## src/rtl/lsu_pkg.sv

```systemverilog
// Shared definitions for the load/store unit: funct3 encodings, FSM states, size decode.
package lsu_pkg;

    localparam logic [2:0] Funct3Lb  = 3'b000;
    localparam logic [2:0] Funct3Lh  = 3'b001;
    localparam logic [2:0] Funct3Lw  = 3'b010;
    localparam logic [2:0] Funct3Ld  = 3'b011;
    localparam logic [2:0] Funct3Lbu = 3'b100;
    localparam logic [2:0] Funct3Lhu = 3'b101;
    localparam logic [2:0] Funct3Lwu = 3'b110;

    typedef enum logic [2:0] {
        StIdle,
        StBeat0,
        StWait0,
        StBeat1,
        StWait1,
        StResp
    } lsu_state_e;

    // Access size in bytes from funct3[1:0].
    function automatic logic [3:0] lsu_size(input logic [1:0] size_code);
        return 4'd1 << size_code;
    endfunction

endpackage

```

## src/rtl/lsu_lane_align.sv

```systemverilog
// Byte-lane positioning for stores and merge/shift/extend for loads.
// With LSU_MISALIGN_EN the second-beat lanes and the split decision are provided.
module lsu_lane_align
    import lsu_pkg::*;
#(
    parameter int unsigned XLEN = 64
) (
    input  logic [1:0]      size_i,
    input  logic [2:0]      offset_i,
    input  logic            unsigned_i,
    input  logic [XLEN-1:0] wdata_i,
    input  logic [XLEN-1:0] rdata0_i,
`ifdef LSU_MISALIGN_EN
    input  logic [XLEN-1:0] rdata1_i,
    output logic [7:0]      be1_o,
    output logic [XLEN-1:0] wdata1_o,
    output logic            split_o,
`endif
    output logic [7:0]      be0_o,
    output logic [XLEN-1:0] wdata0_o,
    output logic [XLEN-1:0] rdata_o
);

    logic [7:0]      mask;
    logic [5:0]      shamt;
    logic [XLEN-1:0] raw;

    assign mask  = 8'((16'd1 << lsu_size(size_i)) - 16'd1);
    assign shamt = {offset_i, 3'b000};

`ifdef LSU_MISALIGN_EN
    logic [15:0]       be_full;
    logic [2*XLEN-1:0] wd_full;

    assign be_full  = {8'h00, mask} << offset_i;
    assign wd_full  = {{XLEN{1'b0}}, wdata_i} << shamt;
    assign be0_o    = be_full[7:0];
    assign be1_o    = be_full[15:8];
    assign wdata0_o = wd_full[XLEN-1:0];
    assign wdata1_o = wd_full[2*XLEN-1:XLEN];
    assign raw      = XLEN'({rdata1_i, rdata0_i} >> shamt);
    assign split_o  = ({2'b00, offset_i} + {1'b0, lsu_size(size_i)}) > 5'd8;
`else
    assign be0_o    = mask << offset_i;
    assign wdata0_o = wdata_i << shamt;
    assign raw      = rdata0_i >> shamt;
`endif

    always_comb begin
        rdata_o = raw;
        unique case (size_i)
            2'd0:    rdata_o = unsigned_i ? {56'b0, raw[7:0]}  : {{56{raw[7]}}, raw[7:0]};
            2'd1:    rdata_o = unsigned_i ? {48'b0, raw[15:0]} : {{48{raw[15]}}, raw[15:0]};
            2'd2:    rdata_o = unsigned_i ? {32'b0, raw[31:0]} : {{32{raw[31]}}, raw[31:0]};
            default: rdata_o = raw;
        endcase
    end

endmodule

```

## src/rtl/load_store_unit.sv

```systemverilog
// MEM-stage load/store initiator: one transaction at a time on the data-memory port.
// LSU_MISALIGN_EN: allow misaligned accesses, splitting doubleword-crossing ones in two beats.
module load_store_unit
    import lsu_pkg::*;
#(
    parameter int unsigned XLEN   = 64,
    parameter int unsigned ADDR_W = 64
) (
    input  logic              clk,
    input  logic              rst_n,
    input  logic              req_valid,
    output logic              req_ready,
    input  logic              req_we,
    input  logic [2:0]        req_funct3,
    input  logic [ADDR_W-1:0] req_addr,
    input  logic [XLEN-1:0]   req_wdata,
    output logic              rsp_valid,
    output logic [XLEN-1:0]   rsp_rdata,
    output logic              rsp_misalign,
    output logic              mem_req,
    output logic              mem_we,
    output logic [ADDR_W-1:0] mem_addr,
    output logic [XLEN-1:0]   mem_wdata,
    output logic [7:0]        mem_be,
    input  logic              mem_gnt,
    input  logic              mem_rvalid,
    input  logic [XLEN-1:0]   mem_rdata
);

    lsu_state_e        state_q, state_d;
    logic              we_q, we_d;
    logic [2:0]        f3_q, f3_d;
    logic [ADDR_W-1:0] addr_q, addr_d;
    logic [XLEN-1:0]   wdata_q, wdata_d;
    logic              fault_q, fault_d;
    logic [XLEN-1:0]   rdata0_q, rdata0_d;

    logic              req_fault;
    logic [ADDR_W-1:0] base_addr;
    logic [7:0]        be0;
    logic [XLEN-1:0]   wd0;
    logic [XLEN-1:0]   ld_data;

`ifdef LSU_MISALIGN_EN
    logic [XLEN-1:0]   rdata1_q, rdata1_d;
    logic [7:0]        be1;
    logic [XLEN-1:0]   wd1;
    logic              split;

    assign req_fault = 1'b0;
`else
    logic [3:0] req_size;

    assign req_size  = lsu_size(req_funct3[1:0]);
    assign req_fault = (req_addr[2:0] & 3'(req_size - 4'd1)) != 3'b000;
`endif

    assign base_addr = {addr_q[ADDR_W-1:3], 3'b000};

    lsu_lane_align #(
        .XLEN (XLEN)
    ) u_lane_align (
        .size_i     (f3_q[1:0]),
        .offset_i   (addr_q[2:0]),
        .unsigned_i (f3_q[2]),
        .wdata_i    (wdata_q),
        .rdata0_i   (rdata0_q),
`ifdef LSU_MISALIGN_EN
        .rdata1_i   (rdata1_q),
        .be1_o      (be1),
        .wdata1_o   (wd1),
        .split_o    (split),
`endif
        .be0_o      (be0),
        .wdata0_o   (wd0),
        .rdata_o    (ld_data)
    );

    always_comb begin
        state_d      = state_q;
        we_d         = we_q;
        f3_d         = f3_q;
        addr_d       = addr_q;
        wdata_d      = wdata_q;
        fault_d      = fault_q;
        rdata0_d     = rdata0_q;
`ifdef LSU_MISALIGN_EN
        rdata1_d     = rdata1_q;
`endif
        req_ready    = 1'b0;
        rsp_valid    = 1'b0;
        rsp_rdata    = '0;
        rsp_misalign = 1'b0;
        mem_req      = 1'b0;
        mem_we       = 1'b0;
        mem_addr     = '0;
        mem_be       = '0;
        mem_wdata    = '0;

        unique case (state_q)
            StIdle: begin
                req_ready = 1'b1;
                if (req_valid) begin
                    we_d     = req_we;
                    f3_d     = req_funct3;
                    addr_d   = req_addr;
                    wdata_d  = req_wdata;
                    fault_d  = req_fault;
                    rdata0_d = '0;
`ifdef LSU_MISALIGN_EN
                    rdata1_d = '0;
`endif
                    state_d  = req_fault ? StResp : StBeat0;
                end
            end
            StBeat0: begin
                mem_req   = 1'b1;
                mem_we    = we_q;
                mem_addr  = base_addr;
                mem_be    = be0;
                mem_wdata = wd0;
                if (mem_gnt) begin
                    if (!we_q) begin
                        state_d = StWait0;
`ifdef LSU_MISALIGN_EN
                    end else if (split) begin
                        state_d = StBeat1;
`endif
                    end else begin
                        state_d = StResp;
                    end
                end
            end
            StWait0: begin
                if (mem_rvalid) begin
                    rdata0_d = mem_rdata;
`ifdef LSU_MISALIGN_EN
                    state_d  = split ? StBeat1 : StResp;
`else
                    state_d  = StResp;
`endif
                end
            end
`ifdef LSU_MISALIGN_EN
            StBeat1: begin
                mem_req   = 1'b1;
                mem_we    = we_q;
                mem_addr  = base_addr + ADDR_W'(8);
                mem_be    = be1;
                mem_wdata = wd1;
                if (mem_gnt) begin
                    state_d = we_q ? StResp : StWait1;
                end
            end
            StWait1: begin
                if (mem_rvalid) begin
                    rdata1_d = mem_rdata;
                    state_d  = StResp;
                end
            end
`endif
            StResp: begin
                rsp_valid    = 1'b1;
                rsp_misalign = fault_q;
                rsp_rdata    = (we_q || fault_q) ? '0 : ld_data;
                state_d      = StIdle;
            end
            default: state_d = StIdle;
        endcase
    end

    always_ff @(posedge clk or negedge rst_n) begin
        if (!rst_n) begin
            state_q  <= StIdle;
            we_q     <= 1'b0;
            f3_q     <= 3'b000;
            addr_q   <= '0;
            wdata_q  <= '0;
            fault_q  <= 1'b0;
            rdata0_q <= '0;
`ifdef LSU_MISALIGN_EN
            rdata1_q <= '0;
`endif
        end else begin
            state_q  <= state_d;
            we_q     <= we_d;
            f3_q     <= f3_d;
            addr_q   <= addr_d;
            wdata_q  <= wdata_d;
            fault_q  <= fault_d;
            rdata0_q <= rdata0_d;
`ifdef LSU_MISALIGN_EN
            rdata1_q <= rdata1_d;
`endif
        end
    end

endmodule
```

## config.mk

```make
export PLATFORM = sky130hd
export DESIGN_NAME = load_store_unit
export DESIGN_NICKNAME = d
export VERILOG_FILES = /design/src/rtl/lsu_pkg.sv /design/src/rtl/lsu_lane_align.sv /design/src/rtl/load_store_unit.sv
export SDC_FILE = /design/constraint.sdc
export NUM_CORES = 1
export LEC_CHECK = 0
export BUFFER_PORTS_ARGS = -buffer_cell sky130_fd_sc_hd__buf_4
export CORE_MARGIN = 2
export CORE_UTILIZATION = 35
export DETAILED_ROUTE_END_ITERATION = 6
export GPL_TIMING_DRIVEN = 0
export PLACE_DENSITY_LB_ADDON = 0.25
export SLEW_MARGIN = 0
export SYNTH_ARGS = -nofsm -noshare
export SYNTH_HDL_FRONTEND = slang
export SYNTH_SLANG_ARGS = --single-unit
```

## constraint.sdc

```tcl
create_clock -name clk -period 2.9 [get_ports clk]
set_input_delay 0.435 -clock clk [delete_from_list [all_inputs] [get_ports clk]]
set_output_delay 0.435 -clock clk [all_outputs]
set_load 0.01 [all_outputs]
```

; ---- Word-level counts from Yosys, hierarchy flattened
; Cells that the tools add are included.
[classes]
add_sub_neg = 2
eq_ne = 8
n_shift = 6
muxes = 23
bitwise = 1
n_reduce_logical = 8
[ops]
columns = cell, count
row1 = two-way mux 64 bit, 9
row2 = one-hot mux 64 bit (3 select lines), 1
row3 = one-hot mux 64 bit (2 select lines), 1
row4 = << shifter 64 x 6 -> 64 bit, 1
row5 = right shift 64 x 6 -> 64 bit, 1
row6 = two-way mux 3 bit, 5
row7 = one-hot mux 3 bit (3 select lines), 1
row8 = two-way mux 8 bit, 1
row9 = << shifter 1 x 4 -> 8 bit (first input constant), 1
row10 = << shifter 8 x 3 -> 8 bit, 1
row11 = subtractor 8 x 1 -> 8 bit (second input constant), 1
row12 = inequality test 2 bit (second input constant), 3
row13 = AND reduction 3 bit, 2
row14 = two-way mux 1 bit, 5
row15 = << shifter 1 x 2 -> 4 bit (first input constant), 1
row16 = AND 3 bit, 1
row17 = == test 3 x 1 -> 1 bit (second input constant), 1
row18 = == test 3 x 2 -> 1 bit (second input constant), 1
row19 = == test 3 bit (second input constant), 1
row20 = zero test 3 bit, 1
row21 = nonzero test 3 bit, 1
row22 = << shifter 1 x 2 -> 3 bit (first input constant), 1
row23 = subtractor 3 x 1 -> 3 bit (second input constant), 1
row24 = == test 2 x 1 -> 1 bit (second input constant), 1
row25 = 5 further kinds, 5
[totals]
register_bits = 200
out_inout_bits = 205
word_cells = 55

; ---- Longest topological paths before layout
; Gate-level depths: netlist (run 1).
[logic_depth]
ltp_word = 7
mapped_depth = 9
mapped_depth_nobuf = 8

; ---- Cells and area by module
; From an unflattened synthesis (run 1), not the netlist that was laid out.
[unflattened]
hier_cells = 1368
hier_area_um2 = 13140.1
[modules_own_cells]
columns = module, instances, cells_each, area_each_um2, seq_area_each_um2
row1 = load_store_unit, 1, 825, 9285.2, 5004.8
row2 = lsu_lane_align, 1, 543, 3854.9, 0.0

; ---- Least setup slack after synthesis (run 1)
; Ideal clock, no wire load.
[synth_path]
kind = reg-to-output
startpoint = reg f3_q[1]
endpoint = out mem_be[7]
arrival_ps = 2000
slack_ps = 465
stages_incl_launch_ff = 10
path_buffers = 2
cell_sequence = dfrtp_1 > clkbuf_1 > clkbuf_1 > nor2_1 > ha_1 > or2_2 > nor2_1 > a21oi_1 > o21ai_0 > a211oi_1
[synth_via]
elab_chain_len = 5
[synth_rtl]
columns = item, line_no
row1 = from (decl), load_store_unit.sv:32  ; logic [2:0] f3_q, f3_d;
row2 = from (signal assigned), load_store_unit.sv:176  ; f3_q <= 3'b000;
row3 = from (signal assigned), load_store_unit.sv:187  ; f3_q <= f3_d;
row4 = << shifter 1 x 2 -> 4 bit, lsu_pkg.sv:23  ; return 4'd1 << size_code;
row5 = << shifter 1 x 4 -> 8 bit, lsu_lane_align.sv:28  ; assign mask = 8'((16'd1 << lsu_size(size_i)) - 16'd1);
row6 = subtractor 8 x 1 -> 8 bit, lsu_lane_align.sv:28
row7 = << shifter 8 x 3 -> 8 bit, lsu_lane_align.sv:44  ; assign be0_o = mask << offset_i;
row8 = two-way mux 8 bit, load_store_unit.sv:100  ; unique case (state_q)
row9 = to (decl), load_store_unit.sv:24  ; output logic [7:0] mem_be,
; Every way passes these cells.

; ---- Worst setup path in the final report (run 1)
[layout_path]
startpoint = reg addr_q[0]
endpoint = out rsp_rdata[32]
[layout_via]
elab_chain_len = 5
word_cells_on_any_way = 7
cone_classes = shift: 1 / mux: 6
[layout_rtl]
columns = item, line_no
row1 = from (decl), load_store_unit.sv:33  ; logic [ADDR_W-1:0] addr_q, addr_d;
row2 = from (signal assigned), load_store_unit.sv:188  ; addr_q <= addr_d;
row3 = right shift 64 x 6 -> 64 bit (*), lsu_lane_align.sv:46  ; assign raw = rdata0_i >> shamt;
row4 = two-way mux 64 bit (on tied branches), "lsu_lane_align.sv:54, lsu_lane_align.sv:52, lsu_lane_align.sv:53"
row5 = one-hot mux 64 bit (3 select lines) (*), lsu_lane_align.sv:51  ; unique case (size_i)
row6 = two-way mux 64 bit (*), load_store_unit.sv:165  ; rsp_rdata = (we_q || fault_q) ? '0 : ld_data;
row7 = two-way mux 64 bit (*), load_store_unit.sv:100
row8 = to (decl), load_store_unit.sv:18  ; output logic [XLEN-1:0] rsp_rdata,
; Every way passes the cells marked *; elsewhere a longest branch is shown, timed or not.

==> results of run 1 <==
-- worst max-delay path, delay by kind of cell (launching register included) --
kind | cells | cell delay (ps)
AO/OA/AOI/OAI | 4 | 840
buffers and inverters | 4 | 670
flip-flops | 1 | 410
multiplexers | 1 | 170
-- worst min-delay path by stage --
stage | from | to | cells past startpoint
floorplan | rst_n | addr_q[0] | 0
global placement | rdata0_q[6] | rdata0_q[6] | 2
detailed placement | rst_n | addr_q[36] | 1
CTS | req_addr[1] | addr_q[1] | 3
global route | req_wdata[13] | wdata_q[13] | 2
finish | req_addr[1] | addr_q[1] | 3
-- layout make-up --
type | count | area (um^2)
clock inverters | 14 | 150
multi-input cells | 999 | 7360
diodes | 1 | 2.50
well taps | 455 | 569
fillers | 3305 | 16900
plain buffers | 117 | 867
clock buffers | 18 | 439
flip-flops and latches | 200 | 5010
inverters | 5 | 23.8
repair buffers | 421 | 3260
-- flip-flops by register name, indices dropped and copies added (netlist names) --
| name | count |
|---|---|
| state_q | 3 |
| wdata_q | 64 |
| addr_q | 64 |
| rdata0_q | 64 |
| fault_q | 1 |
| we_q | 1 |
| f3_q | 3 |
-- cells by family (layout without fill, tap and decap cells) --
group / after synthesis / after routing / share of synthesized area, %
multiplexers: 255 / 255 / 24.0
buffers and inverters: 124 / 575 / 4.64
AND/OR/NAND/NOR: 450 / 450 / 16.5
flip-flops: 200 / 200 / 40.8
AO/OA/AOI/OAI: 290 / 290 / 14.0
adder cells (fa/ha/maj): 1 / 1 / 0.102
other: 1 / 4 / 0.0306
-- what timing repair did --
| item | in CTS | in global routing |
|---|---|---|
| hold endpoints to repair | 31 | 0 |
| pin swaps | 9 | 17 |
| gates cloned | 1 | 3 |
| setup buffers | 8 | 6 |
| setup endpoints to repair | 197 | 158 |
| hold buffers | 1 | 0 |
| gates resized for setup | 188 | 116 |
-- where the power goes --
group	switching, uW	total (uW)	internal [uW]
combinational	6490	12000	5510
clock	1230	2410	1180
sequential	1210	5160	3950
total	8930	19600	10600
-- stage by stage --
step / utilization [%] / setup slack (ps) / power [uW]
after CTS: 49.8 / -93.1 / 18900
after global routing: 51.2 / -208 / 20600
final: 51.2 / -87.9 / 19600
after floorplan: - / 465 / 11100
after detailed placement: 46.0 / -470 / 15600
after global placement: 45.9 / -438 / 15500
-- cells in the final DEF (no fill, tap or decap), types with 18 or more instances in the layout --
cell type	n
dfrtp_1	198
o21ai_0	105
nand2_1	196
and2_1	67
buf_6	22
a21oi_2	31
nor2_1	110
mux2_2	166
mux2i_1	48
clkbuf_1	26
a21oi_1	48
buf_2	22
nor2b_1	18
clkbuf_16	18
buf_4	423
-- layer usage --
layer | global-route usage (%) | up-vias | routed length, um
met4 | 11.2 | 0 | 1930
li1 | - | 5489 | -
met3 | 7.93 | 92 | 4980
met5 | 0 | - | 0
met1 | 36.7 | 5903 | 21700
met2 | 45.9 | 609 | 24500
==> impl_results.md, run 1 <==
* Status: finished with violations
* Failing checks: negative setup slack
* Hold crit path type: in -> reg
* Design area at 17,700 um^2
* Row count at 68
* Vias per cell at about 5.4
* Average size of a mapped cell at between 9 and 10 um^2
* CP max stage delay at a little over 400 ps
* Critical Path RT at between 2000 and 2500 ps
* Vias at 12,093
* Die area at 36,500 um^2
* Ys flop type: dfrtp_1
* Worst Setup Start Kind: flop
* Sum Neg Setup Slack at -2320 ps
* Skew final at 12.8 ps
* First-pass GRT wire length at approximately 77 mm
* Fin worst setup slack at -87.9 ps
* FF-to-FF Start: state_q[1]
* Cells after Synth at about 1,300
* Most used cell along the critical path: buf_4
* Synthesized cell area at 12,300 um^2
* Cell variety after synth at 52
* Post-synth top area cell: dfrtp_1
* Flops & latches, synth at 200
* GPL Wtd Cong at roughly 0.96
* Critical path arrival at 2550 ps
* Min Hold Slack at 200 ps
* Crit Path Class: reg -> out
* Hpwl dp at approximately 42 mm
* H-tree depth at 4
* Worst-margin pin slew at between 700 and 800 ps
* Fin. Hold Viols at 0
* Reg2reg end: wdata_q[59]
* Routed Antenna Nets at 0
* Initial antenna violation count at 1
* Cell total after placement at approximately 2,200
* Final setup violation count at 37
* Drt initial violations at roughly 1,000
* Syn-to-layout area delta at 44.3%
* Crit-path cells: buf_6 -> mux2i_2 -> a2bb2oi_2 -> a2111oi_4 -> buf_4 -> o21ai_4 -> buf_12 -> a21boi_1 -> buf_4
* Final period utilization at 103%
* Synth top cells by count: dfrtp_1 (200), nand2_1 (200), mux2_2 (166)
* Clock tree buffer depth at 2
* Worst-Skew Late Latency at between 400 and 500 ps
* Synth area leaders: dfrtp_1 (41%), mux2_2 (15%), mux2i_1 (6.1%)
* Die Ht at 191 um
* Max-cap violations at 0
* DRC at 0
* Initial Util at 35.5%
* Async set or reset register ratio after synthesis at between 90% and 100%
* Fmax at approximately 330 MHz
* Share of Yosys cell area claimed by the top area cell type at between 40 and 50%
* Global-route usage over all layers at 28.6%
* Slew HR at 52.8%
* CTS Sinks at 200
* Worst vdd ir at 0.620 mV
* Gr ovfl total at 0
* Highest-delay cell along the critical path: dfrtp_1
* Yosys warns at 0
* Drt wl/cell at 23.8 um
* # port buffers at 402
* Post-layout min period at between 2000 and 3000 ps
* Clock Root Buffer: clkbuf_16
* Drt first pass iters at 7
* Post-synth EDFFs at 0
* Critical Path Start: addr_q[0]
* P_leak at between 0.007 and 0.008 uW
* Max-slew violation count at 0
* R2R setup slack at roughly 560 ps
* CTS Buf Count at 17
* Core area at between 30,000 and 40,000 um^2
* Post-route insts no fill at about 2,200
* Pwr dens at approximately 1100 nW/um^2
* Vias in the first global route at between 10,000 and 15,000
* Crit path to: rsp_rdata[32]
* RSZ-0062 raised after global routing: true
* Placement Cell Area at between 15,000 and 20,000 um^2
* Cell depth of the worst flop-to-flop path at 5
* TritonCTS clock tree: yes
* Fin nets at 1,963
* Seq/Total Area, Yosys at 40.8%
* Worst-path clk slew at roughly 70 ps
* Die Width at roughly 190 um
* Maximum fanout along the worst path at 7
* IO Pins at roughly 410
* Share of cells above drive strength 1 at 47.2%
* CP endpoint kind: output pin
* Final wirelength at 53.2 mm
* Largest net degree at the start of global routing at around 120
No activity file was read; power rests on OpenSTA's default activity.
==> run 2, diff against run 1 <==
--- a/config.mk
+++ b/config.mk
@@ -5,12 +5,13 @@
 export SDC_FILE = /design/constraint.sdc
 export NUM_CORES = 1
 export LEC_CHECK = 0
+export ABC_CLOCK_PERIOD_IN_PS = 3700
 export BUFFER_PORTS_ARGS = -buffer_cell sky130_fd_sc_hd__buf_4
 export CORE_MARGIN = 2
 export CORE_UTILIZATION = 35
 export DETAILED_ROUTE_END_ITERATION = 6
 export GPL_TIMING_DRIVEN = 0
-export PLACE_DENSITY_LB_ADDON = 0.25
+export PLACE_DENSITY = 0.6
 export SLEW_MARGIN = 0
 export SYNTH_ARGS = -nofsm -noshare
 export SYNTH_HDL_FRONTEND = slang
==> constraint.sdc (replaced) <==
create_clock -name clk -period 3.7 [get_ports clk]
set_input_delay 0.555 -clock clk [delete_from_list [all_inputs] [get_ports clk]]
set_output_delay 0.555 -clock clk [all_outputs]
set_load 0.01 [all_outputs]
==> run 2 against run 1 <==
The flow now finishes without violations. Flip-flop and latch count is the same. Sequential power shrank 23%. Die area is the same. Global-route usage grew 0.62 points. First-iteration DRC count grew 4.4%. Clock power shrank 21%. Hold slack lost 140 ps. Cell count shrank 0.85%. Combinational power shrank 30%. Clock-buffer cell count grew 1. Via count shrank 1.8%. Largest power group unchanged.
==> impl_results.md, run 2 (synthesized netlist as in run 1, its figures left out) <==
* Int Pwr at 7750 uW (-27%)
* Final period utilization at slightly below 100%
* Worst-margin pin slew at 796 ps (+88.9 ps)
* Core area at 34,500 um^2 (unchanged)
* H-tree depth at 4 (unchanged)
* CTS Sinks at 200 (unchanged)
* R2R setup slack at 1410 ps (+850 ps)
* Vias at 11,873 (-1.8%)
* Largest registers: addr_q (64), rdata0_q (64), wdata_q (64)
* Vias per cell at 5.37 (-0.98%)
* Cell depth of the worst flop-to-flop path at 5 (unchanged)
* Clock Root Buffer: clkbuf_16
* Row count at 68 (unchanged)
* Status: completed
* Max-slew violation count at 0 (unchanged)
* Crit Path Class: reg -> out
* Reg2reg end: wdata_q[60]
* # port buffers at 402 (unchanged)
* FF-to-FF Start: state_q[1]
* Layout fillers at 3,420 (+3.5%)
* First-pass GRT wire length at 77.9 mm (+1.5%)
* Worst vdd ir at 0.449 mV (-27%)
* RSZ-0062 raised after global routing: false
* Post-layout util at 47.9% (-3.3 points)
* Die Width at 191 um (unchanged)
* DRC at 0 (unchanged)
* CP delay by family, top: buffers and inverters
* Most used cell along the critical path: buf_2
* Max-cap violations at 0 (unchanged)
* Hpwl dp at 43.9 mm (+3.6%)
* P_leak at 0.00762 uW (-3.7%)
* Share of cells above drive strength 1 at 39.8% (-7.4 points)
* Skew final at 14.1 ps (+1.32 ps)
* Most frequent cells in the layout: buf_4 (412), nand2_1 (199), dfrtp_1 (199), mux2_2 (166), o21ai_0 (121)
* Fin. Hold Viols at 0 (unchanged)
* Antenna Cells at 0 (-1)
* CP max stage delay at 560 ps (+150 ps)
* GPL Wtd Cong at 0.955 (-0.78%)
* Switch share at 45.9% (+0.26 points)
* Final setup violation count at 0 (-100%)
* Clock network power share at 13.4% (+1.1 points)
* Vias in the first global route at 12,045 (-0.31%)
* Reg area at 5010 um^2 (about the same)
* Fmax at approximately 280 MHz
* Drt first pass iters at 5 (-2)
* IO Pins at 406 (unchanged)
* Drt wl/cell at 24.3 um (+1.8%)
* Maximum fanout along the worst path at 10 (+3)
* Hold crit path type: in -> async
* Fin nets at 1,946 (-0.87%)
* Comb pwr share at 58.8% (-2.5 points)
* Die area at 36,500 um^2 (unchanged)
* Routed Antenna Nets at 0 (unchanged)
* Initial Util at 35.5% (unchanged)
* Most common cell after layout, fill and taps aside: buf_4
* Worst-Skew Late Latency at 470 ps (+20 ps)
* Post-layout min period at 3610 ps
* Critical path arrival at 3060 ps (+510 ps)
* Worst-path clk slew at 70 ps (about the same)
* Largest net degree at the start of global routing at 106 (-11%)
* Drt initial violations at 1,068 (+4.4%)
* Pwr dens at 866 nW/um^2 (-22%)
* Number of buffers and inverters on the critical path at 4 (unchanged)
* Global-route usage over all layers at 29.2% (+0.62 points)
* Sum Neg Setup Slack at 0 ps (+2320 ps)
* CTS Buf Count at 17 (unchanged)
* Multi-input gate area at 6730 um^2 (-8.6%)
* Sequential power share at 27.8% (+1.4 points)
* Die Ht at 191 um (unchanged)
* Worst Setup Start Kind: flop
* Crit-path cells: buf_2 -> buf_2 -> nor2_1 -> nand2_1 -> clkbuf_1 -> o21ai_0 -> buf_4
* Slew HR at 46.9% (-5.9 points)
* Gr ovfl total at 0 (unchanged)
* Clock tree buffer depth at 2 (unchanged)
* TritonCTS clock tree: yes
* Critical Path RT at 3140 ps (+670 ps)
* Syn-to-layout area delta at 34.9%
* Highest-delay cell along the critical path: o21ai_0
* CP endpoint kind: output pin
* Initial antenna violation count at 0 (-1)
* Final wirelength at 53.7 mm (+0.93%)
* CTS Hold Bufs at 0 (-1)
* Sw Pwr at 6560 uW (-26%)
run 2: cell count changes in the layout (fill, tap and decap cells not counted), moves of 8 or more:
cell      before  now
mux2i_4       14    0
o21ai_0      105  121
buf_12         8    0
buf_2         22   49
clkbuf_1      26   48
mux2i_2       13    1
clkbuf_2      15    3
mux2i_1       48   74
buf_4        423  412
o21ai_1       13    1
buf_6         22    1
a21oi_2       31    2
a21oi_1       48   83
run 2: metrics by stage:
| stage | cells | hold slack, ps | instance area [um^2] | worst slack, ps | power [uW] |
|---|---|---|---|---|---|
| 2_1_floorplan | 1323 | 259 | 12300 | 1150 | 8700 |
| 3_3_place_gp | 2180 | 468 | 15800 | 110 | 12200 |
| 3_5_place_dp | 2181 | 475 | 15900 | 160 | 12300 |
| 4_1_cts | 2209 | 110 | 16500 | 32.1 | 14200 |
| 5_1_grt | 2211 | 113 | 16500 | 0.463 | 15200 |
| 6_report | 2211 | 56.6 | 16500 | 85.2 | 14300 |
run 2: worst max-delay path by stage:
stage | slack (ps) | from | endpoint | depth (start not counted)
floorplan | 1150 | f3_q[1] | mem_be[7] | 9
global placement | 110 | f3_q[1] | mem_be[7] | 10
detailed placement | 160 | f3_q[1] | mem_be[3] | 10
CTS | 30 | addr_q[1] | rsp_rdata[18] | 8
global route | 0.5 | addr_q[0] | mem_wdata[59] | 9
finish | 90 | addr_q[2] | mem_wdata[38] | 7
run 2: power by group through the flow:
stage | sequential (uW) | clock [uW] | combinational (uW)
2_1_floorplan | 3550 | 0 | 5150
3_3_place_gp | 3950 | 0 | 8240
3_5_place_dp | 3970 | 0 | 8300
4_1_cts | 3950 | 1950 | 8340
5_1_grt | 4090 | 2040 | 9070
6_report | 3980 | 1910 | 8420
run 2: metal layers:
layer	vias up	global-route usage, %	part of all wire [%]
li1	5428	-	-
met3	79	9.84	10
met4	0	11.1	3.3
met1	5779	37.7	41
met2	587	45.4	45
met5	-	0	0
run 2: final cells by class:
| class | count | area share (%) |
|---|---|---|
| multi-input cells | 999 | 40.7 |
| flip-flops and latches | 200 | 30.3 |
| repair buffers | 405 | 18.6 |
| well taps | 455 | 3.44 |
| plain buffers | 116 | 3.30 |
| clock buffers | 19 | 2.74 |
| clock inverters | 12 | 0.802 |
| inverters | 5 | 0.159 |
run 2: worst register-to-register path, stage by stage (launching register included):
cell	delay [ps]
dfrtp_1	450
nor3_1	240
and2_1	240
clkbuf_1	400
buf_2	460
mux2_2	400
run 2: what timing repair did:
| action | in CTS | in global routing |
|---|---|---|
| endpoints found under the setup margin | 24 | 39 |
| setup buffers | 0 | 2 |
| resized for setup | 6 | 14 |
| endpoints found under the hold margin | 0 | 0 |
==> run 3, diff against run 2 <==
--- a/config.mk
+++ b/config.mk
@@ -12,6 +12,7 @@
 export DETAILED_ROUTE_END_ITERATION = 6
 export GPL_TIMING_DRIVEN = 0
 export PLACE_DENSITY = 0.6
+export SETUP_SLACK_MARGIN = 0.5
 export SLEW_MARGIN = 0
 export SYNTH_ARGS = -nofsm -noshare
 export SYNTH_HDL_FRONTEND = slang
==> constraint.sdc (replaced) <==
create_clock -name clk -period 3.7 [get_ports clk]
set_input_delay 0.185 -clock clk [delete_from_list [all_inputs] [get_ports clk]]
set_output_delay 0.185 -clock clk [all_outputs]
set_load 0.01 [all_outputs]
==> run 3 against run 2 <==
Cell count up 8.5%. Largest power group unchanged. Critical endpoint is now mem_wdata[39]. Global-route usage up 1.2 points. Core utilization up 5.6 points. Routed wire length up 4.3%. Highest routed layer unchanged. Cell area up 12%. Clock-buffer cell count unchanged. Sequential share of layout area down 3.2 points.
==> impl_results.md, run 3 (synthesized netlist as in run 1, its figures left out) <==
* Status: completed
* Critical path arrival at 3040 ps (-20 ps)
* Die area at 36,500 um^2 (unchanged)
* Core area at 34,500 um^2 (unchanged)
* Pwr dens at 792 nW/um^2 (-8.5%)
* Final wirelength at 56.0 mm (+4.3%)
* Max-cap violations at 0 (unchanged)
* Hold crit path type: in -> reg
* Max-slew violation count at 0 (unchanged)
* RSZ-0062 raised after global routing: true
* # port buffers at 402 (unchanged)
* Place WS at 530 ps (+370 ps)
* Final setup violation count at 0 (unchanged)
* CTS Buf Count at 17 (unchanged)
* Initial Util at 35.5% (unchanged)
* Skew final at 13.2 ps (-0.895 ps)
* CTS Sinks at 200 (unchanged)
* Largest registers: addr_q (64), rdata0_q (64), wdata_q (64)
* Hold_sp: mem_rdata[59]
* Vias in the first global route at 13,003 (+8.0%)
* Die Width at 191 um (unchanged)
* H-tree depth at 4 (unchanged)
* Clock tree buffer depth at 2 (unchanged)
* Syn-to-layout area delta at 50.6%
* Clock Root Buffer: clkbuf_16
* FF-to-FF Start: state_q[1]
* Layout fillers at 3,206 (-6.3%)
* Post-route insts no fill at 2,400 (+8.5%)
* Largest net degree at the start of global routing at 106 (unchanged)
* TritonCTS clock tree: yes
* Sum Neg Setup Slack at 0 ps (unchanged)
* Worst vdd ir at 0.442 mV (-1.7%)
* GPL Wtd Cong at 0.955 (unchanged)
* Drt first pass iters at 5 (unchanged)
* Global-route usage over all layers at 30.5% (+1.2 points)
* CP endpoint kind: output pin
* Initial antenna violation count at 1 (+1)
* Drt wl/cell at 23.3 um (-3.9%)
* Grt met1 use at 39.3% (+1.7 points)
* Cell total after placement at 2,181 (unchanged)
* Row count at 68 (unchanged)
* Gr ovfl total at 0 (unchanged)
* Post-layout min period at 3230 ps (-385 ps)
* DRC at 0 (unchanged)
* Worst-margin pin slew at 795 ps (-1.08 ps)
* IO Pins at 406 (unchanged)
* Worst-Skew Late Latency at 470 ps (about the same)
* Fin. Hold Viols at 0 (unchanged)
* Drt initial violations at 1,083 (+1.4%)
* Slew HR at 47.0% (+0.072 points)
* P_leak at 0.00842 uW (+11%)
* M3 GR Usage at 8.48% (-1.4 points)
* Final period utilization at 87.3% (-10 points)
* Most Used Layer, Global Route: met2
* First-pass GRT wire length at 81.8 mm (+5.1%)
* Fmax at 310 MHz (+12%)
* Most common cell after layout, fill and taps aside: buf_4
* Min Hold Slack at 14.3 ps (-42.3 ps)
* Routed Antenna Nets at 0 (unchanged)
* Met2 Use GR at 48.7% (+3.2 points)
* Vias per cell at 5.27 (-1.9%)
* Most frequent cells in the layout: buf_4 (410), dfrtp_1 (199), nand2_1 (197), dlygate4sd3_1 (187), mux2_2 (166)
* Critical Path Start: addr_q[2]
* Hpwl dp at 43.9 mm (unchanged)
* Vias at 12,647 (+6.5%)
* Fin nets at 2,134 (+9.7%)
* Maximum fanout along the worst path at 10 (unchanged)
* Worst-path clk slew at 70 ps (about the same)
* Crit Path Class: reg -> out
* Worst Setup Start Kind: flop
* Die Ht at 191 um (unchanged)
* Critical Path RT at 3510 ps (+370 ps)
* Fin worst setup slack at 471 ps (+385 ps)
* Share of cells above drive strength 1 at 36.8% (-3.0 points)
run 3: changes by cell type in the layout (fill, tap and decap cells not counted), sizes merged:
cell | previous run | this run
diode | 0 | 1
clkbuf | 71 | 77
clkinvlp | 4 | 3
inv | 9 | 10
dlygate4sd3 | 0 | 187
buf | 469 | 464
run 3: per-layer routing:
| layer | share of wire, % | wire, um |
|---|---|---|
| met1 | 42 | 23300 |
| met2 | 46 | 25900 |
| met3 | 8.9 | 4990 |
| met4 | 3.2 | 1770 |
| met5 | 0 | 0 |
run 3: area by class of cell:
type	instances	area (um^2)	area share, %
tap	455	569	3.08
timing repair buffer	590	4920	26.7
sequential	200	5010	27.1
clock buffer	19	453	2.45
inverter	5	22.5	0.122
buffer	119	576	3.12
multi-input combinational	999	6770	36.7
antenna	1	2.50	0.0136
clock inverter	12	133	0.718
run 3: worst paths after layout:
kind	endpoint	slack, ps	depth (start not counted)
max	mem_wdata[39]	470	7
min	rdata0_q[59]	10	3
max reg2reg	wdata_q[60]	1400	5
min reg2reg	rdata0_q[4]	490	2
max in group asynchronous	wdata_q[42]	2360	3
min in group asynchronous	addr_q[42]	280	2
run 3: metrics by stage:
step / total power (uW) / cell area, um^2 / utilization, %
finish: 14600 / 18500 / 53.4
global route: 15400 / 18500 / 53.4
CTS: 14400 / 18400 / 53.2
detailed placement: 12300 / 15900 / 46.0
global placement: 12200 / 15800 / 45.9
floorplan: 8700 / 12300 / -
run 3: worst max-delay path, stage by stage, from the launching register on:
cell and delay [ps]:
dfrtp_1 350, buf_2 150, buf_2 220, nor2_1 420, nand2_1 360, clkbuf_1 380
o21ai_0 490, buf_4 210
run 3: timing repair:
item | CTS | global route
hold endpoints to repair | 282 | 0
setup endpoints to repair | 55 | 67
setup buffers | 0 | 0
hold buffers | 187 | 0
gates resized for setup | 14 | 33
run 3: power by group:
part	switching [uW]	internal (uW)
Combinational	4870	3830
Sequential	910	3100
Clock	935	984
